===== src/rtl/riscv_pkg.sv =====
// Shared decode definitions: opcodes, control-bit positions, the decoded
// instruction bundle and the issue-slot state encoding.
package riscv_pkg;

    localparam logic [6:0] OP_RTYPE = 7'b0110011;
    localparam logic [6:0] OP_LOAD  = 7'b0000011;
    localparam logic [6:0] OP_ITYPE = 7'b0010011;
    localparam logic [6:0] OP_STORE = 7'b0100011;
    localparam logic [6:0] OP_LUI   = 7'b0110111;

    localparam int unsigned CTRL_REGWRITE   = 7;
    localparam int unsigned CTRL_ALUSRC     = 6;
    localparam int unsigned CTRL_MEMTOREG   = 5;
    localparam int unsigned CTRL_MEMRE      = 4;
    localparam int unsigned CTRL_MEMWR      = 3;
    localparam int unsigned CTRL_BYTEORWORD = 2;
    localparam int unsigned CTRL_ALUOP_MSB  = 1;
    localparam int unsigned CTRL_ALUOP_LSB  = 0;

    localparam int unsigned REG_IDX_W = 5;

    // Decoded instruction bundle, identical on the decode and issue sides.
    typedef struct packed {
        logic [6:0]           opcode;
        logic [REG_IDX_W-1:0] rd;
        logic [REG_IDX_W-1:0] rs1;
        logic [REG_IDX_W-1:0] rs2;
        logic [2:0]           funct3;
        logic [6:0]           funct7;
        logic [31:0]          imm;
        logic [7:0]           ctrls;
    } instr_t;

    typedef enum logic [1:0] {
        StEmpty,
        StStall,
        StReady
    } iss_state_e;

    function automatic logic uses_rs1(input logic [6:0] opcode);
        return (opcode == OP_RTYPE) || (opcode == OP_LOAD) ||
               (opcode == OP_ITYPE) || (opcode == OP_STORE);
    endfunction

    function automatic logic uses_rs2(input logic [6:0] opcode);
        return (opcode == OP_RTYPE) || (opcode == OP_STORE);
    endfunction

endpackage


===== src/rtl/sb_counters.sv =====
// Per-register in-flight write counters. Register 0 never counts.
module sb_counters
    import riscv_pkg::*;
#(
    parameter int unsigned NUM_REGS = 32,
    parameter int unsigned CNT_W    = 2
) (
    input  logic                 clk,
    input  logic                 rst_n,
    input  logic                 inc,
    input  logic [REG_IDX_W-1:0] inc_rd,
    input  logic                 dec,
    input  logic [REG_IDX_W-1:0] dec_rd,
    output logic [NUM_REGS-1:0]  busy,
    output logic [NUM_REGS-1:0]  at_max
);

    logic [CNT_W-1:0] cnt_q [NUM_REGS];
    logic [CNT_W-1:0] cnt_d [NUM_REGS];

    // Next counts: a matching inc and dec in one cycle cancel out.
    always_comb begin
        cnt_d[0] = '0;
        for (int unsigned i = 1; i < NUM_REGS; i++) begin
            cnt_d[i] = cnt_q[i];
            unique case ({inc && (inc_rd == REG_IDX_W'(i)), dec && (dec_rd == REG_IDX_W'(i))})
                2'b10:   cnt_d[i] = cnt_q[i] + CNT_W'(1);
                2'b01:   cnt_d[i] = cnt_q[i] - CNT_W'(1);
                default: cnt_d[i] = cnt_q[i];
            endcase
        end
    end

    // Counter state.
    always_ff @(posedge clk or negedge rst_n) begin
        if (!rst_n) begin
            for (int unsigned i = 0; i < NUM_REGS; i++) begin
                cnt_q[i] <= '0;
            end
        end else begin
            for (int unsigned i = 0; i < NUM_REGS; i++) begin
                cnt_q[i] <= cnt_d[i];
            end
        end
    end

    // Status vectors consumed by the hazard check.
    always_comb begin
        busy   = '0;
        at_max = '0;
        for (int unsigned i = 0; i < NUM_REGS; i++) begin
            busy[i]   = (cnt_q[i] != '0);
            at_max[i] = (cnt_q[i] == '1);
        end
    end

endmodule


===== src/rtl/issue_scoreboard.sv =====
// In-order issue stage: one-entry issue register guarded by a per-register
// write scoreboard that blocks RAW and WAW hazards until writeback.
module issue_scoreboard
    import riscv_pkg::*;
#(
    parameter int unsigned NUM_REGS = 32,
    parameter int unsigned CNT_W    = 2,
    parameter int unsigned STALL_W  = 16
) (
    input  logic               clk,
    input  logic               rst_n,
    input  logic               dec_valid,
    output logic               dec_ready,
    input  logic [6:0]         dec_opcode,
    input  logic [4:0]         dec_rd,
    input  logic [4:0]         dec_rs1,
    input  logic [4:0]         dec_rs2,
    input  logic [2:0]         dec_funct3,
    input  logic [6:0]         dec_funct7,
    input  logic [31:0]        dec_imm,
    input  logic [7:0]         dec_ctrls,
    output logic               iss_valid,
    input  logic               iss_ready,
    output logic [6:0]         iss_opcode,
    output logic [4:0]         iss_rd,
    output logic [4:0]         iss_rs1,
    output logic [4:0]         iss_rs2,
    output logic [2:0]         iss_funct3,
    output logic [6:0]         iss_funct7,
    output logic [31:0]        iss_imm,
    output logic [7:0]         iss_ctrls,
    input  logic               wb_valid,
    input  logic [4:0]         wb_rd,
    input  logic               flush,
    output logic [STALL_W-1:0] stall_cycles,
    output logic               sb_err
);

    instr_t              dec_ins;
    instr_t              entry_q;
    logic                held_q;
    iss_state_e          state;
    logic                raw1, raw2, waw, hazard;
    logic                iss_hs, dec_acc;
    logic                cnt_inc, cnt_dec, wb_live;
    logic [NUM_REGS-1:0] busy, at_max;
    logic [STALL_W-1:0]  stall_q;
    logic                err_q;

    assign dec_ins = {dec_opcode, dec_rd, dec_rs1, dec_rs2,
                      dec_funct3, dec_funct7, dec_imm, dec_ctrls};

    // Hazard check and slot state, from registered entry and counters only.
    always_comb begin
        raw1   = uses_rs1(entry_q.opcode) && (entry_q.rs1 != '0) && busy[entry_q.rs1];
        raw2   = uses_rs2(entry_q.opcode) && (entry_q.rs2 != '0) && busy[entry_q.rs2];
        waw    = entry_q.ctrls[CTRL_REGWRITE] && (entry_q.rd != '0) && at_max[entry_q.rd];
        hazard = held_q && (raw1 || raw2 || waw);
        if (!held_q) begin
            state = StEmpty;
        end else if (hazard) begin
            state = StStall;
        end else begin
            state = StReady;
        end
    end

    // Handshakes; flush blocks both sides for the cycle.
    always_comb begin
        iss_valid = (state == StReady) && !flush;
        iss_hs    = iss_valid && iss_ready;
        dec_ready = !flush && (!held_q || iss_hs);
        dec_acc   = dec_valid && dec_ready;
        cnt_inc   = iss_hs && entry_q.ctrls[CTRL_REGWRITE] && (entry_q.rd != '0);
        wb_live   = wb_valid && (wb_rd != '0);
        cnt_dec   = wb_live && busy[wb_rd];
    end

    sb_counters #(
        .NUM_REGS (NUM_REGS),
        .CNT_W    (CNT_W)
    ) u_counters (
        .clk    (clk),
        .rst_n  (rst_n),
        .inc    (cnt_inc),
        .inc_rd (entry_q.rd),
        .dec    (cnt_dec),
        .dec_rd (wb_rd),
        .busy   (busy),
        .at_max (at_max)
    );

    // Issue register: load on accept, clear on flush or drain; zero when empty.
    always_ff @(posedge clk or negedge rst_n) begin
        if (!rst_n) begin
            held_q  <= 1'b0;
            entry_q <= '0;
        end else if (flush) begin
            held_q  <= 1'b0;
            entry_q <= '0;
        end else if (dec_acc) begin
            held_q  <= 1'b1;
            entry_q <= dec_ins;
        end else if (iss_hs) begin
            held_q  <= 1'b0;
            entry_q <= '0;
        end
    end

    // Saturating stall counter and sticky writeback-underflow flag.
    always_ff @(posedge clk or negedge rst_n) begin
        if (!rst_n) begin
            stall_q <= '0;
            err_q   <= 1'b0;
        end else begin
            if ((state == StStall) && (stall_q != '1)) begin
                stall_q <= stall_q + STALL_W'(1);
            end
            if (wb_live && !busy[wb_rd]) begin
                err_q <= 1'b1;
            end
        end
    end

    assign stall_cycles = stall_q;
    assign sb_err       = err_q;
    assign iss_opcode   = entry_q.opcode;
    assign iss_rd       = entry_q.rd;
    assign iss_rs1      = entry_q.rs1;
    assign iss_rs2      = entry_q.rs2;
    assign iss_funct3   = entry_q.funct3;
    assign iss_funct7   = entry_q.funct7;
    assign iss_imm      = entry_q.imm;
    assign iss_ctrls    = entry_q.ctrls;

endmodule


===== config.mk =====
export PLATFORM = sky130hd
export DESIGN_NAME = issue_scoreboard
export DESIGN_NICKNAME = d
export VERILOG_FILES = /design/src/rtl/riscv_pkg.sv /design/src/rtl/sb_counters.sv /design/src/rtl/issue_scoreboard.sv
export SDC_FILE = /design/constraint.sdc
export NUM_CORES = 1
export LEC_CHECK = 0
export ABC_AREA = 1
export BUFFER_PORTS_ARGS = -buffer_cell sky130_fd_sc_hd__buf_2
export CORE_ASPECT_RATIO = 1.1
export CORE_MARGIN = 2
export CORE_UTILIZATION = 55
export DETAILED_ROUTE_END_ITERATION = 7
export PLACE_DENSITY = 0.78
export SYNTH_ARGS = -nofsm -noshare
export SYNTH_HDL_FRONTEND = slang
export SYNTH_SLANG_ARGS = --single-unit

===== constraint.sdc =====
create_clock -name clk -period 3.4 [get_ports clk]
set_input_delay 0.51 -clock clk [delete_from_list [all_inputs] [get_ports clk]]
set_output_delay 0.51 -clock clk [all_outputs]
set_load 0.02 [all_outputs]

==> reports/results.txt, run 1 <==
CTS tree = built
Post-route DRC violation count = 0
Post-layout nets = 1,493
DR vias/cell = 5.87
CTS sink count = 152
Post-synth EDFFs = 0
Cells after synthesis = 1,230
WP data required = 2890 ps
Vias in the first global route = 9,156
Max Fclk = 307 MHz
Pleak = 5.62 nW
Top post-synthesis cells by count = nand2_1 (302), dfrtp_1 (152), nand3_1 (92)
Cell accounting for the most synthesized area = dfrtp_1
Worst VDD drop = 0.397 mV
Met1 Wirelength = 11,500 um
Top post-synthesis cells by area = dfrtp_1 (40%), nand2_1 (12%), o2111ai_1 (6.7%)
Routed wl met2 = 13,400 um
DP HPWL = 20,900 um
Final hold vios = 0
Rows = 50
Routed wl met3 = 2750 um
Post-Route WL = 28,800 um
CTS Hold Bufs = 0
Cell with the most instances after synthesis = nand2_1
Sequential fraction of the synthesis area = 0.396
Gr usage total = 0.324
Max-Slew Margin vs Limit = 0.399
Skew-Pair Late Insertion Delay = 440 ps
First-pass GRT wire length = 46,900 um
Cell area after layout = 11,200 um2
YS warnings = 0
Clock root cell = clkbuf_16
DR WL/cell = 17.7 um
WS Path Type = reg2out
Highest metal used = met4
CP Capture Type = output port
Top Ports = 174
Distinct cells, synth = 40
Htree depth = 4
Async S/R FF share, synth = 1.00
Iter 0 DRT Violations = 921
Syn Std Cell Area = 9600 um2
Setup TNS = 0 ps
Share of Yosys cell area claimed by the top area cell type = 0.396
Critical path peak fanout = 32
Core area = 17,100 um2
Synth Register Bits = 152
Fin crit period = 3250 ps
GRT overflow = 0
PwrDens = 501 nW/um2
Outcome = complete, no violations
Final Util = 0.657
Syn_nets = 1,345
Setup crit start kind = flop
Setup Skew = 10.7 ps
Slew at the pin closest to its max-slew limit = 900 ps
Die Wd = 130 um
Deepest clock path buffer count = 2
Largest net degree at the start of global routing = 76
Avg Cell Area, Syn = 7.81 um2
Initial antenna violation count = 0
Fillers = 1,506
Number of inserted diodes = 0
Fraction of layout cells with a size suffix above 1 = 0.193
Max_cap viols = 0
Area Overhead vs Synth = 16.8%
RSZ-0062 raised after global routing = no
Die Y = 143 um
Post-DP Area = 10,600 um2
Final Setup Violations = 0
Vias after detailed routing = 9,543
Port Buffer Count = 173
Arrival time at the worst endpoint = 2740 ps
Total CTS buffers = 17
Count of pins over their slew limit = 0
Die footprint = 18,500 um2
Initial Util = 0.562
Main flop type after synthesis = dfrtp_1
Post-DRT Antenna Nets = 0
Tcrit/Tclk final = 0.957
Pre-Repair DR Iteration Count = 6
Worst Hold Class = in2async
Gp weighted congestion = 1.00
Clock-pin slew on the worst setup and hold paths = 70 ps
## final cells by class
cell class / instances / area (um2) / area share
inverter: 99 / 379 / 0.0338
tap: 234 / 293 / 0.0261
sequential: 152 / 3810 / 0.339
multi-input combinational: 899 / 4990 / 0.445
timing repair buffer: 209 / 1180 / 0.106
clock buffer: 19 / 453 / 0.0404
clock inverter: 13 / 110 / 0.00982
## critical path, cell delays in order, from the launching register on
cell,delay (ps)
dfrtp_2,450
inv_2,70
nor2_4,200
buf_4,160
nand2_1,40
nand2_1,70
nor2_1,50
nor2_1,100
nor2_1,60
nand2_1,70
nand2_1,50
nand3_1,100
nand2_1,70
nor2_2,140
nand3_2,120
buf_6,220
a21oi_1,140
buf_2,180
## flip-flops by register name (all words and copies together), names as in the netlist
signal / count
held_q: 1
iss_ctrls: 8
iss_funct3: 3
iss_funct7: 7
iss_imm: 32
iss_opcode: 7
iss_rd: 5
iss_rs1: 5
iss_rs2: 5
sb_err: 1
stall_cycles: 16
u_counters.cnt_q: 62
## power breakdown
| group | internal [W] | leakage, nW | total [W] | switching [W] |
|---|---|---|---|---|
| registers | 0.00209 | 1.92 | 0.00242 | 0.000327 |
| logic | 0.000486 | 3.44 | 0.00137 | 0.000882 |
| clock network | 0.000993 | 0.267 | 0.00184 | 0.000845 |
| total | 0.00357 | 5.62 | 0.00562 | 0.00205 |
## final timing paths
check	start	end	slack (ps)	cells after the start
setup reg to reg	iss_rd[1]	u_counters.cnt_q[35]	300	21
setup / recovery	iss_rd[1]	dec_ready	150	17
hold reg to reg	sb_err	sb_err	500	1
min in group clk	dec_imm[19]	iss_imm[19]	310	3
hold / removal	rst_n	u_counters.cnt_q[40]	40	1
max in group asynchronous	rst_n	u_counters.cnt_q[21]	2590	2
## stage by stage
step	power, W	std cells	hold slack (ps)	setup slack [ps]
after floorplan	0.00327	1230	214	550
after global placement	0.00375	1592	482	122
after detailed placement	0.00377	1592	476	99.4
after CTS	0.00562	1624	48.8	18.2
after global routing	0.00590	1625	79.7	8.32
final	0.00562	1625	39.5	147
## repair_timing
action                                  4_1_cts  5_1_grt
endpoints found under the setup margin        0        3
setup buffers                                 0        1
gates resized for setup                       0        4
## logic make-up (layout without fill, tap and decap cells)
| family | after synthesis | in the layout | share of synthesized area |
|---|---|---|---|
| fa+ha+maj | 32 | 32 | 0.0417 |
| xor+xnor | 74 | 74 | 0.0675 |
| buf+inv | 179 | 340 | 0.0843 |
| simple gates | 613 | 613 | 0.284 |
| compound gates | 180 | 180 | 0.127 |
| flops | 152 | 152 | 0.396 |
## layout by cell type, fill, tap and decap left out, drive strengths merged
cell type | Yosys | final
o31ai | 1 | 1
a21boi | 1 | 1
clkinvlp | 0 | 5
or2 | 2 | 2
buf | 35 | 209
o2111ai | 74 | 74
xnor2 | 43 | 43
nor3 | 24 | 24
o221ai | 2 | 2
clkbuf | 45 | 19
nand3 | 93 | 93
dfrtp | 152 | 152
xor2 | 31 | 31
o22a | 1 | 1
or3 | 1 | 1
a22o | 1 | 1
nand2 | 305 | 305
o22ai | 5 | 5
ha | 32 | 32
o21ai | 50 | 50
a31oi | 1 | 1
clkinv | 4 | 6
nor4 | 5 | 5
o211ai | 2 | 2
a21oi | 40 | 40
nand4 | 86 | 86
a211oi | 1 | 1
inv | 95 | 101
nor2 | 97 | 97
o21bai | 1 | 1
## routing by layer
metal,up-vias,track usage
met1,4438,0.419
met2,479,0.517
li1,4535,-
met3,91,0.0726
met5,-,0
met4,0,0.148
Power figures use the tool's default switching activity.
==> run 2, diff against run 1 <==
--- a/config.mk
+++ b/config.mk
@@ -5,13 +5,12 @@
 export SDC_FILE = /design/constraint.sdc
 export NUM_CORES = 1
 export LEC_CHECK = 0
-export ABC_AREA = 1
 export BUFFER_PORTS_ARGS = -buffer_cell sky130_fd_sc_hd__buf_2
 export CORE_ASPECT_RATIO = 1.1
 export CORE_MARGIN = 2
 export CORE_UTILIZATION = 55
 export DETAILED_ROUTE_END_ITERATION = 7
-export PLACE_DENSITY = 0.78
+export PLACE_DENSITY = 0.77
 export SYNTH_ARGS = -nofsm -noshare
 export SYNTH_HDL_FRONTEND = slang
 export SYNTH_SLANG_ARGS = --single-unit
==> run 2 against run 1 <==
Utilization grew 3.9 points. Total power shrank 8.2%. Worst hold slack gained 100 ps. Register-to-register slack lost 160 ps. Global-route usage shrank 1.4 points. Die area shrank 13%. Clock skew grew 4.6 ps. Non-clock buffer count grew 20. Clock power grew 4%. Sequential share of layout area grew 2.7 points.
==> reports/results.txt, run 2 <==
Outcome = complete, no violations (unchanged)
Setup Skew = 15.3 ps (was 10.7 ps)
Max_cap viols = 0 (unchanged)
Share of Yosys cell area claimed by the top area cell type = 0.456 (was 0.396)
Tcrit/Tclk final = 0.975 (was 0.957)
Fillers = 1,174 (was 1,506)
DR WL/cell = 20.0 um (was 17.7 um)
Distinct cells, synth = 57 (was 40)
Fraction of layout cells with a size suffix above 1 = 0.306 (was 0.193)
R2R Path Start = u_counters.cnt_q[54] (was iss_rd[1])
Pleak = 4.88 nW (was 5.62 nW)
Clock power share = 0.370 (was 0.327)
Register area = 3810 um2 (unchanged)
Clock root cell = clkbuf_16 (unchanged)
Net Switching = 0.00158 W (was 0.00205 W)
CTS tree = built (unchanged)
Largest net degree at the start of global routing = 86 (was 76)
PwrDens = 496 nW/um2 (was 501 nW/um2)
Most common cell after layout, fill and taps aside = buf_2 (was nand2_1)
Syn Std Cell Area = 8350 um2 (was 9600 um2)
Top post-synthesis cells by count = dfrtp_1 (152), nor2_1 (77), xnor2_1 (76) (was nand2_1 (302), dfrtp_1 (152), nand3_1 (92))
DP HPWL = 18,000 um (was 20,900 um)
Skew-Pair Late Insertion Delay = 430 ps (was 440 ps)
Clock-pin slew on the worst setup and hold paths = 70 ps (about the same)
Internal power = 0.00358 W (was 0.00357 W)
Max-Slew Margin vs Limit = 0.487 (was 0.399)
Total CTS buffers = 17 (unchanged)
Die Y = 133 um (was 143 um)
Post-DRT Antenna Nets = 0 (unchanged)
Core area = 14,900 um2 (was 17,100 um2)
Setup WS pre-CTS = 79.4 ps (was 99.4 ps)
Combinational power share = 0.202 (was 0.243)
Top Ports = 174 (unchanged)
Setup crit start kind = flop (unchanged)
Deepest clock path buffer count = 2 (unchanged)
CTS sink count = 152 (unchanged)
Worst path cell trace = and3b_1 > a311o_1 > a311oi_2 > a211oi_4 > a211oi_2 > nand3_4 > o31ai_4 > nor2b_2 > buf_4 (was inv_2 > nor2_4 > buf_4 > nand2_1 > nand2_1 > nor2_1 > nor2_1 > nor2_1 > nand2_1 > nand2_1 > nand3_1 > nand2_1 > nor2_2 > nand3_2 > buf_6 > a21oi_1 > buf_2)
Biggest register = u_counters.cnt_q (unchanged)
Post-route DRC violation count = 0 (unchanged)
Flop pwr share = 0.428 (was 0.430)
Worst VDD drop = 0.382 mV (was 0.397 mV)
Die Wd = 121 um (was 130 um)
Initial antenna violation count = 0 (unchanged)
Port Buffer Count = 173 (unchanged)
Worst Hold Class = in2async (unchanged)
Max Fclk = 302 MHz (was 307 MHz)
Critical path peak fanout = 5 (was 32)
Flip-flop count of the largest register after layout = 62 (unchanged)
Rows = 47 (was 50)
Sequential fraction of the synthesis area = 0.456 (was 0.396)
Post-Route WL = 24,300 um (was 28,800 um)
Most frequent cells in the layout = buf_2 (171), dfrtp_1 (149), xnor2_1 (76) (was nand2_1 (302), buf_2 (172), dfrtp_1 (149))
Initial Util = 0.559 (was 0.562)
WS Path Type = reg2out (unchanged)
Worst Reg-to-Reg Cells = 13 (was 21)
Gr usage total = 0.310 (was 0.324)
Arrival time at the worst endpoint = 2800 ps (was 2740 ps)
Slew at the pin closest to its max-slew limit = 769 ps (was 900 ps)
Iter 0 DRT Violations = 698 (was 921)
Pre-Repair DR Iteration Count = 6 (unchanged)
Post-DP Area = 9570 um2 (was 10,600 um2)
Final hold vios = 0 (unchanged)
R2R Setup Slk = 140 ps (was 300 ps)
Fin crit period = 3310 ps (was 3250 ps)
Synth Register Bits = 152 (unchanged)
Gp weighted congestion = 1.00 (about the same)
GRT overflow = 0 (unchanged)
CP max stage cell = dfrtp_1 (was dfrtp_2)
R2r endpoint = u_counters.cnt_q[39] (was u_counters.cnt_q[35])
Setup TNS = 0 ps (unchanged)
RSZ-0062 raised after global routing = yes (was no)
Final Setup Violations = 0 (unchanged)
Async S/R FF share, synth = 1.00 (unchanged)
Sw Share = 0.307 (was 0.365)
Avg Cell Area, Syn = 10.3 um2 (was 7.81 um2)
Post-Place Cells = 1,169 (was 1,592)
Cell with the most instances after synthesis = dfrtp_1 (was nand2_1)
Count of pins over their slew limit = 0 (unchanged)
Cell area after layout = 10,400 um2 (was 11,200 um2)
YS warnings = 0 (unchanged)
Die footprint = 16,200 um2 (was 18,500 um2)
Main flop type after synthesis = dfrtp_1 (unchanged)
Htree depth = 4 (unchanged)
Worst path bufs/invs = 1 (was 4)
Vias in the first global route = 7,173 (was 9,156)
Slowest stage delay, CP = 410 ps (was 450 ps)
Cell accounting for the most synthesized area = dfrtp_1 (unchanged)
DR vias/cell = 6.02 (was 5.87)
Top post-synthesis cells by area = dfrtp_1 (46%), xnor2_1 (8.0%), a22o_1 (7.6%) (was dfrtp_1 (40%), nand2_1 (12%), o2111ai_1 (6.7%))
Area Overhead vs Synth = 24.5% (was 16.8%)
Largest delay share family, worst path = compound AO/OA/AOI/OAI gates (was simple AND/OR/NAND/NOR gates)
Final setup margin = 85.1 ps (was 147 ps)
CP Capture Type = output port (unchanged)
WP data required = 2890 ps (about the same)
Syn_nets = 922 (was 1,345)
CTS Hold Bufs = 0 (unchanged)
Area of the multi-input gates = 4360 um2 (was 4990 um2)
Fin cells = 1,211 (was 1,625)
First-pass GRT wire length = 38,500 um (was 46,900 um)
Cells after synthesis = 807 (was 1,230)
Vias after detailed routing = 7,285 (was 9,543)
Post-layout nets = 1,117 (was 1,493)
Post-synth EDFFs = 0 (unchanged)
run 2: worst register-to-register path: stages (launching register included):
cell and delay [ps]:
dfrtp_1 410, and3b_1 220, a311o_1 350, a311oi_2 300
a211oi_4 90, a211oi_2 320, nand3_4 160, buf_4 180
nor4_2 200, buf_4 200, nand3_1 90, ha_1 320
nor2_1 150, xor2_1 160
run 2: metrics by stage:
| stage | hold slack, ps | util | power (W) |
|---|---|---|---|
| after global routing | 202 | 0.696 | 0.00537 |
| after detailed placement | 476 | 0.641 | 0.00320 |
| after global placement | 448 | 0.641 | 0.00318 |
| final | 139 | 0.696 | 0.00516 |
| after CTS | 159 | 0.684 | 0.00512 |
| after floorplan | 214 | - | 0.00282 |
run 2: power groups by stage:
| stage | Clock [W] | Combinational, W | Sequential [W] |
|---|---|---|---|
| floorplan | 0 | 0.000606 | 0.00222 |
| global placement | 0 | 0.000964 | 0.00222 |
| detailed placement | 0 | 0.000981 | 0.00222 |
| CTS | 0.00193 | 0.000991 | 0.00220 |
| global route | 0.00202 | 0.00113 | 0.00223 |
| finish | 0.00191 | 0.00104 | 0.00221 |
run 2: cell families (layout without fill, tap and decap cells):
group / after synthesis / count (layout) / share of synthesized area
simple gates: 277 / 277 / 0.159
flops: 152 / 152 / 0.456
xor+xnor: 107 / 107 / 0.112
compound gates: 160 / 160 / 0.150
buf+inv: 62 / 269 / 0.0393
mux: 17 / 17 / 0.0360
other cells: 0 / 1 / 0
fa+ha+maj: 32 / 32 / 0.0480
run 2: worst max path at each step:
stage / to / cells after the start / slack (ps) / from
after floorplan: u_counters.cnt_q[29] / 12 / 330 / iss_rd[1]
after global placement: iss_valid / 10 / 100 / iss_rd[0]
after detailed placement: u_counters.cnt_q[27] / 13 / 80 / iss_rd[0]
after CTS: iss_valid / 9 / 2 / iss_rd[1]
after global routing: dec_ready / 9 / -50 / u_counters.cnt_q[54]
final: dec_ready / 9 / 90 / u_counters.cnt_q[54]
run 2: what timing repair did:
action	CTS	global route
resized for setup	14	24
setup endpoints to repair	2	5
endpoints found under the hold margin	0	0
buffers inserted	1	9
pin swaps	1	7
run 2: cell type report:
| type | instances | share of cell area |
|---|---|---|
| flip-flops and latches | 152 | 0.366 |
| clock buffers | 20 | 0.0439 |
| inverters | 9 | 0.00325 |
| repair buffers | 229 | 0.131 |
| well taps | 196 | 0.0236 |
| diodes | 1 | 0.000241 |
| multi-input cells | 593 | 0.419 |
| clock inverters | 11 | 0.0129 |
run 2: per-layer routing:
metal  GRT usage  share of wire  up-vias
met2       0.475           0.47      423
met3      0.0758          0.096       70
met5           0              0        -
met4       0.139          0.036        0
li1            -              -     3316
met1       0.418           0.40     3476
==> run 3, diff against run 2 <==
==> constraint.sdc (replaced) <==
create_clock -name clk -period 3.4 [get_ports clk]
set_input_delay 0.17 -clock clk [delete_from_list [all_inputs] [get_ports clk]]
set_output_delay 0.17 -clock clk [all_outputs]
set_load 0.02 [all_outputs]
==> run 3 against run 2 <==
First-iteration DRC count is 32% higher. Combinational power is 11% higher. Non-clock buffer count is 75 higher. Worst hold slack worse by 120 ps. Sequential power hardly changed.
==> reports/results.txt, run 3 (synthesized netlist as in run 2, its figures left out) <==
Pleak = 5.17 nW (was 4.88 nW)
Port Buffer Count = 173 (unchanged)
Arrival time at the worst endpoint = 3130 ps (was 2800 ps)
Post-layout nets = 1,193 (was 1,117)
Die footprint = 16,200 um2 (unchanged)
Core area = 14,900 um2 (unchanged)
Final hold vios = 0 (unchanged)
Most frequent cells in the layout = buf_2 (172), dfrtp_1 (149), nor2_1 (77) (was buf_2 (171), dfrtp_1 (149), xnor2_1 (76))
PwrDens = 478 nW/um2 (was 496 nW/um2)
Initial Util = 0.559 (unchanged)
Vias after detailed routing = 8,112 (was 7,285)
Deepest clock path buffer count = 2 (unchanged)
CTS tree = built (unchanged)
GRT overflow = 0 (unchanged)
Post-Route WL = 29,700 um (was 24,300 um)
Fillers = 1,004 (was 1,174)
Outcome = complete, no violations (unchanged)
Hold_ws = 22.0 ps (was 139 ps)
Final Setup Violations = 0 (unchanged)
Count of pins over their slew limit = 0 (unchanged)
Most common cell after layout, fill and taps aside = buf_2 (unchanged)
Worst path cell trace = buf_4 > mux4_2 > a211oi_2 > o2111ai_2 > buf_4 > nand3_4 > buf_8 > o31ai_2 > nor2b_2 > buf_2 (was and3b_1 > a311o_1 > a311oi_2 > a211oi_4 > a211oi_2 > nand3_4 > o31ai_4 > nor2b_2 > buf_4)
Slew at the pin closest to its max-slew limit = 1020 ps (was 769 ps)
Post-DRT Antenna Nets = 0 (unchanged)
Max-Slew Margin vs Limit = 0.323 (was 0.487)
Setup crit start kind = flop (unchanged)
First-pass GRT wire length = 44,900 um (was 38,500 um)
Flip-flop count of the largest register after layout = 62 (unchanged)
Worst path bufs/invs = 4 (was 1)
Worst VDD drop = 0.392 mV (was 0.382 mV)
Iter 0 DRT Violations = 924 (was 698)
Clock root cell = clkbuf_16 (unchanged)
Critical path peak fanout = 18 (was 5)
Rows = 47 (unchanged)
Max_cap viols = 0 (unchanged)
DP HPWL = 18,400 um (was 18,000 um)
Fin cells = 1,287 (was 1,211)
Die Wd = 121 um (unchanged)
Total CTS buffers = 17 (unchanged)
Pre-Repair DR Iteration Count = 7 (was 6)
Biggest register = u_counters.cnt_q (unchanged)
Die Y = 133 um (unchanged)
Fraction of layout cells with a size suffix above 1 = 0.275 (was 0.306)
Post-Place Cells = 1,179 (was 1,169)
CTS sink count = 152 (unchanged)
Most used cell along the critical path = buf_4
Initial antenna violation count = 0 (unchanged)
Slowest stage delay, CP = 530 ps (was 410 ps)
Setup Skew = 9.90 ps (was 15.3 ps)
CP max stage cell = mux4_2 (was dfrtp_1)
Top Ports = 174 (unchanged)
Clock-pin slew on the worst setup and hold paths = 60 ps (was 70 ps)
WS Path Type = reg2out (unchanged)
DR vias/cell = 6.30 (was 6.02)
Skew-Pair Late Insertion Delay = 440 ps (was 430 ps)
Tcrit/Tclk final = 0.970 (was 0.975)
Post-route DRC violation count = 0 (unchanged)
Total power = 0.00529 W (was 0.00516 W)
Number of inserted diodes = 0 (was 1)
Worst Hold Class = in2reg (was in2async)
CP Capture Type = output port (unchanged)
Fin crit period = 3300 ps (was 3310 ps)
Largest delay share family, worst path = buffers and inverters (was compound AO/OA/AOI/OAI gates)
Gp weighted congestion = 0.973 (was 1.00)
Max Fclk = 303 MHz (was 302 MHz)
Htree depth = 4 (unchanged)
Largest net degree at the start of global routing = 105 (was 86)
Vias in the first global route = 8,137 (was 7,173)
DR WL/cell = 23.1 um (was 20.0 um)
Area Overhead vs Synth = 32.6% (was 24.5%)
Setup TNS = 0 ps (unchanged)
Gr usage total = 0.366 (was 0.310)
WP data required = 3230 ps (was 2890 ps)
[run 3: timing repair]
item,in CTS,in global routing
endpoints found under the setup margin,13,84
pin swaps,0,4
resized for setup,4,12
hold buffers,73,0
setup buffers,0,2
gates cloned,0,1
hold endpoints to repair,173,0
[run 3: routing by layer]
metal / part of all wire / global-route usage
met4: 0.052 / 0.161
met3: 0.10 / 0.102
met2: 0.48 / 0.594
met5: 0 / 0
met1: 0.37 / 0.460
[run 3: layout make-up]
type / instances / area, um2 / area share
Clock buffer: 20 / 457 / 0.0413
Clock inverter: 12 / 136 / 0.0123
Inverter: 9 / 33.8 / 0.00305
Multi-Input combinational cell: 594 / 4280 / 0.387
Sequential cell: 152 / 3810 / 0.344
Tap cell: 196 / 245 / 0.0222
Timing Repair Buffer: 304 / 2110 / 0.190
[run 3: per-stage QoR]
step	area, um2	util	worst slack [ps]
after global routing	11100	0.741	-1.66
after floorplan	8350	-	335
after detailed placement	9640	0.645	-17.1
after global placement	9640	0.645	-0.987
final	11100	0.741	102
after CTS	11000	0.735	25.5
[run 3: worst register-to-register path: stages (launching register included)]
cell	delay (ps)
dfrtp_2	490
nor3_1	220
a211oi_1	90
a2111oi_1	420
a311oi_1	110
a211oi_2	380
nand3_4	180
nor4_4	160
buf_4	240
nand3_1	130
ha_1	240
xnor2_1	140
nor2_1	140
xor2_1	200
[run 3: power breakdown]
group	internal (W)	switching (W)	leakage, nW	total, W
Combinational	0.000533	0.000613	2.84	0.00115
Clock	0.00113	0.000815	0.284	0.00194
Sequential	0.00197	0.000235	2.04	0.00220
[run 3: path summary, 6_finish.rpt]
kind	start	endpoint	slack, ps	cells after the start
setup / recovery	iss_rs2[2]	dec_ready	100	10
hold / removal	dec_ctrls[4]	iss_ctrls[4]	20	2
setup reg to reg	iss_rs2[2]	u_counters.cnt_q[47]	180	13
hold reg to reg	sb_err	sb_err	480	1
max in group asynchronous	rst_n	iss_rs2[0]	2100	3
min in group asynchronous	rst_n	u_counters.cnt_q[60]	400	2
